===== src/rtl/mem_arb_pkg.sv =====
// Shared types and constants for the two-requester memory arbiter.
// Holds the default bus widths, FSM states, requester ids and the counter helper.
package mem_arb_pkg;

    localparam int ADDR_WIDTH_DEF = 20;
    localparam int DATA_WIDTH_DEF = 16;

    localparam logic REQ_CPU = 1'b0;
    localparam logic REQ_DMA = 1'b1;

    typedef enum logic [1:0] {
        ST_IDLE,
        ST_ISSUE,
        ST_WAIT,
        ST_ACK
    } state_t;

    // Counters stick at all-ones instead of wrapping.
    function automatic logic [15:0] sat_inc(input logic [15:0] v);
        return (v == 16'hFFFF) ? v : v + 16'd1;
    endfunction

endpackage


===== src/rtl/rr_arbiter2.sv =====
// Two-way round-robin winner select.
// The last-grant register is updated once the granted transaction is acknowledged.
module rr_arbiter2
    import mem_arb_pkg::*;
(
    input  logic       clk,
    input  logic       reset,
    input  logic [1:0] req,
    input  logic       update,
    input  logic       update_idx,
    output logic       winner
);

    logic last;

    // Under contention the requester not served last wins; otherwise the
    // lone requester wins. With no request the output is a don't-care.
    assign winner = (req == 2'b11) ? ~last : req[1];

    always_ff @(posedge clk) begin
        if (!reset)
            last <= REQ_DMA;
        else if (update)
            last <= update_idx;
    end

endmodule


===== src/rtl/mem_arbiter.sv =====
// Arbitrates a CPU and a loader/DMA requester onto one single-port data memory.
// A transaction is latched in IDLE and replayed as IDLE -> ISSUE -> (WAIT) -> ACK.
module mem_arbiter
    import mem_arb_pkg::*;
#(
    parameter int ADDR_WIDTH = ADDR_WIDTH_DEF,
    parameter int DATA_WIDTH = DATA_WIDTH_DEF
) (
    input  logic                  clk,
    input  logic                  reset,
    input  logic [1:0]            req,
    input  logic [1:0]            we,
    input  logic [ADDR_WIDTH-1:0] addr0,
    input  logic [ADDR_WIDTH-1:0] addr1,
    input  logic [DATA_WIDTH-1:0] wdata0,
    input  logic [DATA_WIDTH-1:0] wdata1,
    output logic [1:0]            ack,
    output logic [DATA_WIDTH-1:0] rdata0,
    output logic [DATA_WIDTH-1:0] rdata1,
    output logic [ADDR_WIDTH-1:0] mem_addr,
    output logic [DATA_WIDTH-1:0] mem_wdata,
    input  logic [DATA_WIDTH-1:0] mem_rdata,
    output logic                  mem_read,
    output logic                  mem_write,
    output logic                  busy,
    output logic [15:0]           rd_count,
    output logic [15:0]           wr_count
);

    state_t                state, state_nxt;
    logic                  win, win_q, we_q;
    logic [ADDR_WIDTH-1:0] addr_q;
    logic [DATA_WIDTH-1:0] wdata_q;
    logic                  grant_en;

    assign grant_en = (state == ST_IDLE) && (|req);

    rr_arbiter2 u_arb (
        .clk        (clk),
        .reset      (reset),
        .req        (req),
        .update     (state == ST_ACK),
        .update_idx (win_q),
        .winner     (win)
    );

    always_comb begin
        state_nxt = state;
        ack       = 2'b00;
        mem_read  = 1'b0;
        mem_write = 1'b0;
        busy      = (state != ST_IDLE);
        case (state)
            ST_IDLE:  if (|req) state_nxt = ST_ISSUE;
            ST_ISSUE: begin
                mem_write = we_q;
                mem_read  = ~we_q;
                state_nxt = we_q ? ST_ACK : ST_WAIT;
            end
            ST_WAIT:  state_nxt = ST_ACK;
            ST_ACK: begin
                ack[win_q] = 1'b1;
                state_nxt  = ST_IDLE;
            end
            default:  state_nxt = ST_IDLE;
        endcase
    end

    // Latched request is the only source for the memory bus, so later input
    // changes cannot disturb a transaction in flight.
    assign mem_addr  = addr_q;
    assign mem_wdata = wdata_q;

    always_ff @(posedge clk) begin
        if (!reset) begin
            state    <= ST_IDLE;
            win_q    <= REQ_CPU;
            we_q     <= 1'b0;
            addr_q   <= '0;
            wdata_q  <= '0;
            rdata0   <= '0;
            rdata1   <= '0;
            rd_count <= '0;
            wr_count <= '0;
        end else begin
            state <= state_nxt;
            if (grant_en) begin
                win_q   <= win;
                we_q    <= we[win];
                addr_q  <= win ? addr1 : addr0;
                wdata_q <= win ? wdata1 : wdata0;
            end
            if (state == ST_WAIT) begin
                if (win_q) rdata1 <= mem_rdata;
                else       rdata0 <= mem_rdata;
            end
            if (state == ST_ACK) begin
                if (we_q) wr_count <= sat_inc(wr_count);
                else      rd_count <= sat_inc(rd_count);
            end
        end
    end

endmodule


===== config.mk =====
export PLATFORM = sky130hd
export DESIGN_NAME = mem_arbiter
export DESIGN_NICKNAME = d
export VERILOG_FILES = /design/src/rtl/mem_arb_pkg.sv /design/src/rtl/rr_arbiter2.sv /design/src/rtl/mem_arbiter.sv
export SDC_FILE = /design/constraint.sdc
export NUM_CORES = 1
export LEC_CHECK = 0
export ABC_AREA = 0
export CORE_MARGIN = 1
export CORE_UTILIZATION = 38
export CTS_CLUSTER_DIAMETER = 100
export DETAILED_ROUTE_END_ITERATION = 8
export PLACE_DENSITY = 0.86
export SYNTH_ARGS = -nofsm -noshare
export SYNTH_HDL_FRONTEND = slang
export SYNTH_SLANG_ARGS = --single-unit

===== constraint.sdc =====
create_clock -name clk -period 1.7 [get_ports clk]
set_clock_uncertainty 0.1 [all_clocks]
set_input_delay 0.34 -clock clk [delete_from_list [all_inputs] [get_ports clk]]
set_output_delay 0.34 -clock clk [all_outputs]
set_load 0.005 [all_outputs]

== Yosys cells after proc, flatten, opt, wreduce, memory -nomap -nowiden ==
Index checks and enable logic that the tools add are counted.
Word-level totals
  register bits after elaboration: 105
  input bits: 94
  output and inout port bits: 105
Operators by class
  add/sub/neg operators: 2
  $lt $le $gt $ge: 3
  eq/ne operators: 7
  multiplexer cells: 13
  bitwise logic cells: 5
  reduce and logical (&&, ||, !) cells: 9
Operators with widths (count)
  16-bit by 1-bit adder with 16-bit output (second input constant): 2
  16-bit equality test (second input constant): 2
  20-bit two-way mux: 1
  16-bit two-way mux: 1
  2-bit one-hot mux with 4 select lines: 1
  1-bit two-way mux: 7
  2-bit equality test (second input constant): 3
  3-bit AND reduction: 2
  1-bit NOT: 5
  1-bit by 2-bit less-than comparator with 1-bit output (second input constant): 2
  2-bit two-way mux: 2
  2-bit AND reduction: 2
  2-bit by 1-bit equality test with 1-bit output (second input constant): 1
  1-bit logical AND: 2
  2-bit zero test: 1
  2-bit by 1-bit inequality test with 1-bit output (second input constant): 1
  2-bit nonzero test: 1
  2-bit OR reduction: 1
  1-bit demux with 1-bit select: 1
  1-bit greater-or-equal comparator (second input constant): 1

== Depth between registers and ports, before layout ==
Gate-level depths: netlist of the first run.
  depth in word-level cells: 5
  mapped depth: 8
  mapped depth without buffers: 6

== Cells and area by module ==
Synthesis of the first run repeated with hierarchy kept, for this count alone.
Second synthesis, totals
  cells, all modules: 532
  area, all modules: 4578.1 um2
By module, submodules not included
  mem_arbiter: times used 1, cells each 528, area an instance 4536.9 um2, sequential area each 2082.0 um2
  rr_arbiter2: times used 1, cells each 4, area an instance 41.3 um2, sequential area each 20.0 um2

== Worst setup path before layout of the first run ==
OpenSTA, ideal clock, no wires.
  path kind: reg2reg
  start point: register rd_count[0]
  end point: register rd_count[12]
  library setup time: 70 ps
  arrival: 1710 ps
  data required time: 1530 ps
  path slack: -180 ps
  stages on the path, launching flop included: 6
  buffers on the path: 0
  period minus slack after synthesis: 1880 ps
  cell sequence: dfxtp_1 > ha_1 > nand4_1 > or3_1 > or4_1 > a21oi_1
On the way
  cells in the longest elaborated chain, start to end: 3
  elaborated cells between the ends (all ways): 4
  classes of those cells: add/sub (1); eq/ne (1); bitwise (1); reduce/logical (1)
RTL lines
  start, declared: line mem_arbiter.sv:26  | output logic [15:0] rd_count,
  start signal, assigned: line mem_arbiter.sv:99  | else rd_count <= sat_inc(rd_count);
  branches (longest 3 deep; another with 16-bit by 1-bit adder with 16-bit output)
Parallel ways; which one is timed is not known.
A chain may end at the register's enable or synchronous reset.

== Final worst setup path of the first run ==
  start point: register state[0]
  end point: register rd_count[14]
On the way
  cells in the longest elaborated chain, start to end: 2
RTL lines
  start, declared: line mem_arbiter.sv:30  | state_t state, state_nxt;
  start signal, assigned: line mem_arbiter.sv:86  | state <= state_nxt;
  2-bit equality test: line mem_arbiter.sv:97  | if (state == ST_ACK) begin
  3-bit AND reduction (no line)
No other way between the ends.

==> results of run 1 <==
## metrics by stage
stage / cell area (um^2) / setup slack, ps / std cells / power, mW / util (%)
floorplan: 4640 / -34.7 / 530 / 4.60 / -
finish: 8390 / -200 / 949 / 9.94 / 72.2
global placement: 7200 / -178 / 899 / 6.22 / 62.0
global route: 8390 / -278 / 949 / 10.4 / 72.2
CTS: 7920 / -133 / 934 / 9.20 / 68.2
detailed placement: 7200 / -320 / 899 / 6.36 / 62.0
## critical path, cell delays in order, from the launching register on
cell	delay (ps)
dfxtp_4	370
ha_4	160
and4b_2	240
buf_4	120
nand4_1	180
or4_1	520
a21oi_2	150
## routing by layer
layer,GRT usage (%),share of wire (%)
met3,6.64,6.4
met4,10.7,2.6
met2,43.7,53
met1,25.7,38
met5,0,0
## flip-flops by register name (all words and copies together) (netlist names)
signal      cells
rd_count       16
mem_addr       20
we_q            1
rdata0         16
wr_count       16
win_q           1
u_arb.last      1
mem_wdata      16
state           2
rdata1         16
## power breakdown
group | switching [mW] | internal (mW) | leakage, nW
logic | 1.91 | 2.46 | 2.30
clock network | 0.994 | 1.31 | 0.157
registers | 0.323 | 2.94 | 0.877
## layout make-up
class / count / area [um^2] / share of cell area [%]
timing repair buffer: 293 / 2900 / 34.6
tap: 143 / 179 / 2.13
inverter: 12 / 57.6 / 0.686
sequential: 105 / 2170 / 25.8
clock inverter: 7 / 103 / 1.22
multi-input combinational: 380 / 2760 / 32.9
clock buffer: 9 / 225 / 2.68
## synthesized netlist by cell type
library cell / number / area [um^2]
and3_1: 4 / 25.0
nand4b_1: 1 / 8.76
clkbuf_1: 26 / 97.6
o41ai_4: 1 / 27.5
or4_1: 13 / 97.6
a21boi_0: 1 / 7.51
a211o_1: 1 / 8.76
buf_2: 6 / 30.0
nor2b_1: 3 / 18.8
o41ai_1: 4 / 35.0
buf_1: 1 / 3.75
inv_2: 1 / 3.75
nor3b_1: 1 / 7.51
inv_1: 11 / 41.3
a211oi_1: 37 / 278
nor4bb_1: 1 / 10.0
or3_4: 1 / 11.3
ha_1: 6 / 75.1
nand4_1: 8 / 50.1
o31ai_1: 11 / 82.6
nor3_1: 5 / 25.0
nand4_4: 1 / 21.3
or3_1: 9 / 56.3
nand2b_1: 5 / 31.3
o311ai_0: 1 / 8.76
nand4_2: 1 / 12.5
o21ai_0: 9 / 45.0
xor2_1: 1 / 8.76
and4b_1: 1 / 10.0
nand3_1: 10 / 50.1
nor2_1: 45 / 169
mux2i_1: 46 / 460
nor4_1: 5 / 31.3
a21oi_1: 55 / 275
nand3_2: 1 / 10.0
or2_1: 1 / 6.26
nand2_1: 85 / 319
o211ai_1: 2 / 15.0
and2_1: 4 / 25.0
dfxtp_1: 105 / 2100
## worst max-delay path by stage
stage | start | endpoint | slack, ps | cells after the start
6_report | state[0]$_SDFFE_PN0P_ | rd_count[14]$_SDFFE_PN0P_ | -200 | 6
5_1_grt | state[0]$_SDFFE_PN0P_ | rd_count[14]$_SDFFE_PN0P_ | -280 | 6
4_1_cts | state[1]$_SDFFE_PN0P_ | rd_count[14]$_SDFFE_PN0P_ | -130 | 6
3_5_place_dp | req[1] | mem_addr[7]$_SDFFE_PN0P_ | -320 | 5
3_3_place_gp | req[1] | mem_wdata[4]$_SDFFE_PN0P_ | -180 | 5
2_1_floorplan | rd_count[1]$_SDFFE_PN0P_ | rd_count[12]$_SDFFE_PN0P_ | -30 | 5
## repair_timing
action,4_1_cts,5_1_grt
resized for setup,112,85
gates cloned,3,4
endpoints found under the setup margin,84,100
pin swaps,16,36
setup buffers,17,13
## placed cells by master, fill, tap and decap left out, types with 5 or more instances in the layout
master,instances
or4_1,9
or3_4,6
dfxtp_4,9
inv_1,7
dlymetal6s2s_1,11
a21oi_2,8
a211oi_2,28
nand3_1,9
buf_6,11
buf_12,5
a211oi_1,9
clkdlybuf4s50_1,160
mux2i_1,46
a21oi_1,47
o21ai_0,5
clkbuf_16,12
dlygate4sd2_1,22
nor2_1,43
nand2b_1,5
o31ai_1,9
dfxtp_1,71
dfxtp_2,25
nand4_1,8
buf_4,75
nand2_1,85
## logic make-up (layout without fill, tap and decap cells)
logic type / Yosys count / count (layout) / synth area share [%]
muxes: 46 / 46 / 10.0
xor gates and xnor gates: 1 / 1 / 0.190
AOI/OAI and AO/OA: 122 / 122 / 17.0
buffers and inverters: 45 / 321 / 3.83
adders and majority gates: 6 / 6 / 1.63
DFF: 105 / 105 / 45.7
and+or+nand+nor: 205 / 205 / 21.6
==> flow_summary.yaml, run 1 <==
status:
  status: "complete, but fails checks"
  violations: "DRC, setup timing"
setup_path:
  worstSetupPathType: "flop to flop"
  required_ps: 1880
  cp-end-kind: "flop"
  r2r_cells: 6
  rrSetupSlack_ps: -200
  r2r-start: "state[0]$_SDFFE_PN0P_"
  reg2reg_to: "rd_count[14]$_SDFFE_PN0P_"
  start_kind: "flop"
  timing.critical_path.fanout_max: 5
  worstPathArrival_ps: 2080
power:
  p_per_area_mw_per_mm2: 1180
  peakVddDrop_mv: 0.935
  p_leak_nw: 3.34
timing:
  hold_viol: 0
  final.min_clock_period_ps: 1900
  fin_ws_ps: -200
  max_slew_margin_pct: 61.2
  timing.final.crit_share_pct: 112
  tightest_slew_ps: 579
  worst_hold_slack_ps: 357
  final.setup.tns_ps: -2340
  max_freq_ghz: 0.526
  finalSetupViolCount: 32
  drv_slew: 0
  rsz0062_at_grt: "yes"
clocking:
  hold_buffers: 0
  clock-sinks: 105
  clockBufferDepth: 2
  ctsHtreeMaxLevel: 3
  cts_tree: "yes"
  clockRootBuffer: "clkbuf_16"
  cts_buffers: 9
  path_clk_slew_ps: 80
  insertion_delay_ps: 350
synth:
  ys_seq_elements: 105
  synth_cells: 530
  avgSynthCellArea_um2: 8.68
  syn_nets: 630
  synth_area_mm2: 0.00460
  synth_seq_area_share_pct: 45.7
  synth_cell_types: 40
  yosys_warnings: 0
grt:
  grt_pass1_vias: 5084
  grt_use_total_pct: 23.9
  gr-total-overflow: 0
  grt_pass1_wl_um: 24300
  grt_max_degree: 39
  antenna_found_initial: 0
floorplanning:
  num_rows: 39
  die_y_um: 112
  start_util_pct: 39.6
  core_mm2: 0.0116
  ioPinCount: 199
  die-area_mm2: 0.0126
  die-width_um: 112
drt:
  ant_nets: 0
  dr_total_vias: 5217
  first_pass_iters: 9
  vias_per_cell: 5.50
  wl_um: 16600
  wl_per_cell_um: 17.5
  drc: 6
  drt_first_iter_violations: 334
finish:
  drive_gt1_share_pct: 29.2
  fin_nets: 901
  area_growth_pct: 82.3
  fillers: 805
  antenna_cells: 0
hold_path:
  holdCritStartpoint: "rdata0[12]$_SDFFE_PN0P_"
  min_path_type: "flop to flop"
  min_to: "rdata0[12]$_SDFFE_PN0P_"
  whs_path_depth: 2
placement:
  dp_hpwl_um: 10400
  routabilityCongestion: 0.838
  port_buffers: 198
flow_run:
  maxCapViolCount: 0
No activity file was read; power rests on OpenSTA's default activity.
==> run 2: changes to the inputs <==
--- a/config.mk
+++ b/config.mk
@@ -10,6 +10,7 @@
 export CORE_UTILIZATION = 38
 export CTS_CLUSTER_DIAMETER = 100
 export DETAILED_ROUTE_END_ITERATION = 8
+export HOLD_SLACK_MARGIN = 0.06
 export PLACE_DENSITY = 0.86
 export SYNTH_ARGS = -nofsm -noshare
 export SYNTH_HDL_FRONTEND = slang
==> results of run 2 <==
The final DEF is identical to that of run 1; final timing and power are the same.
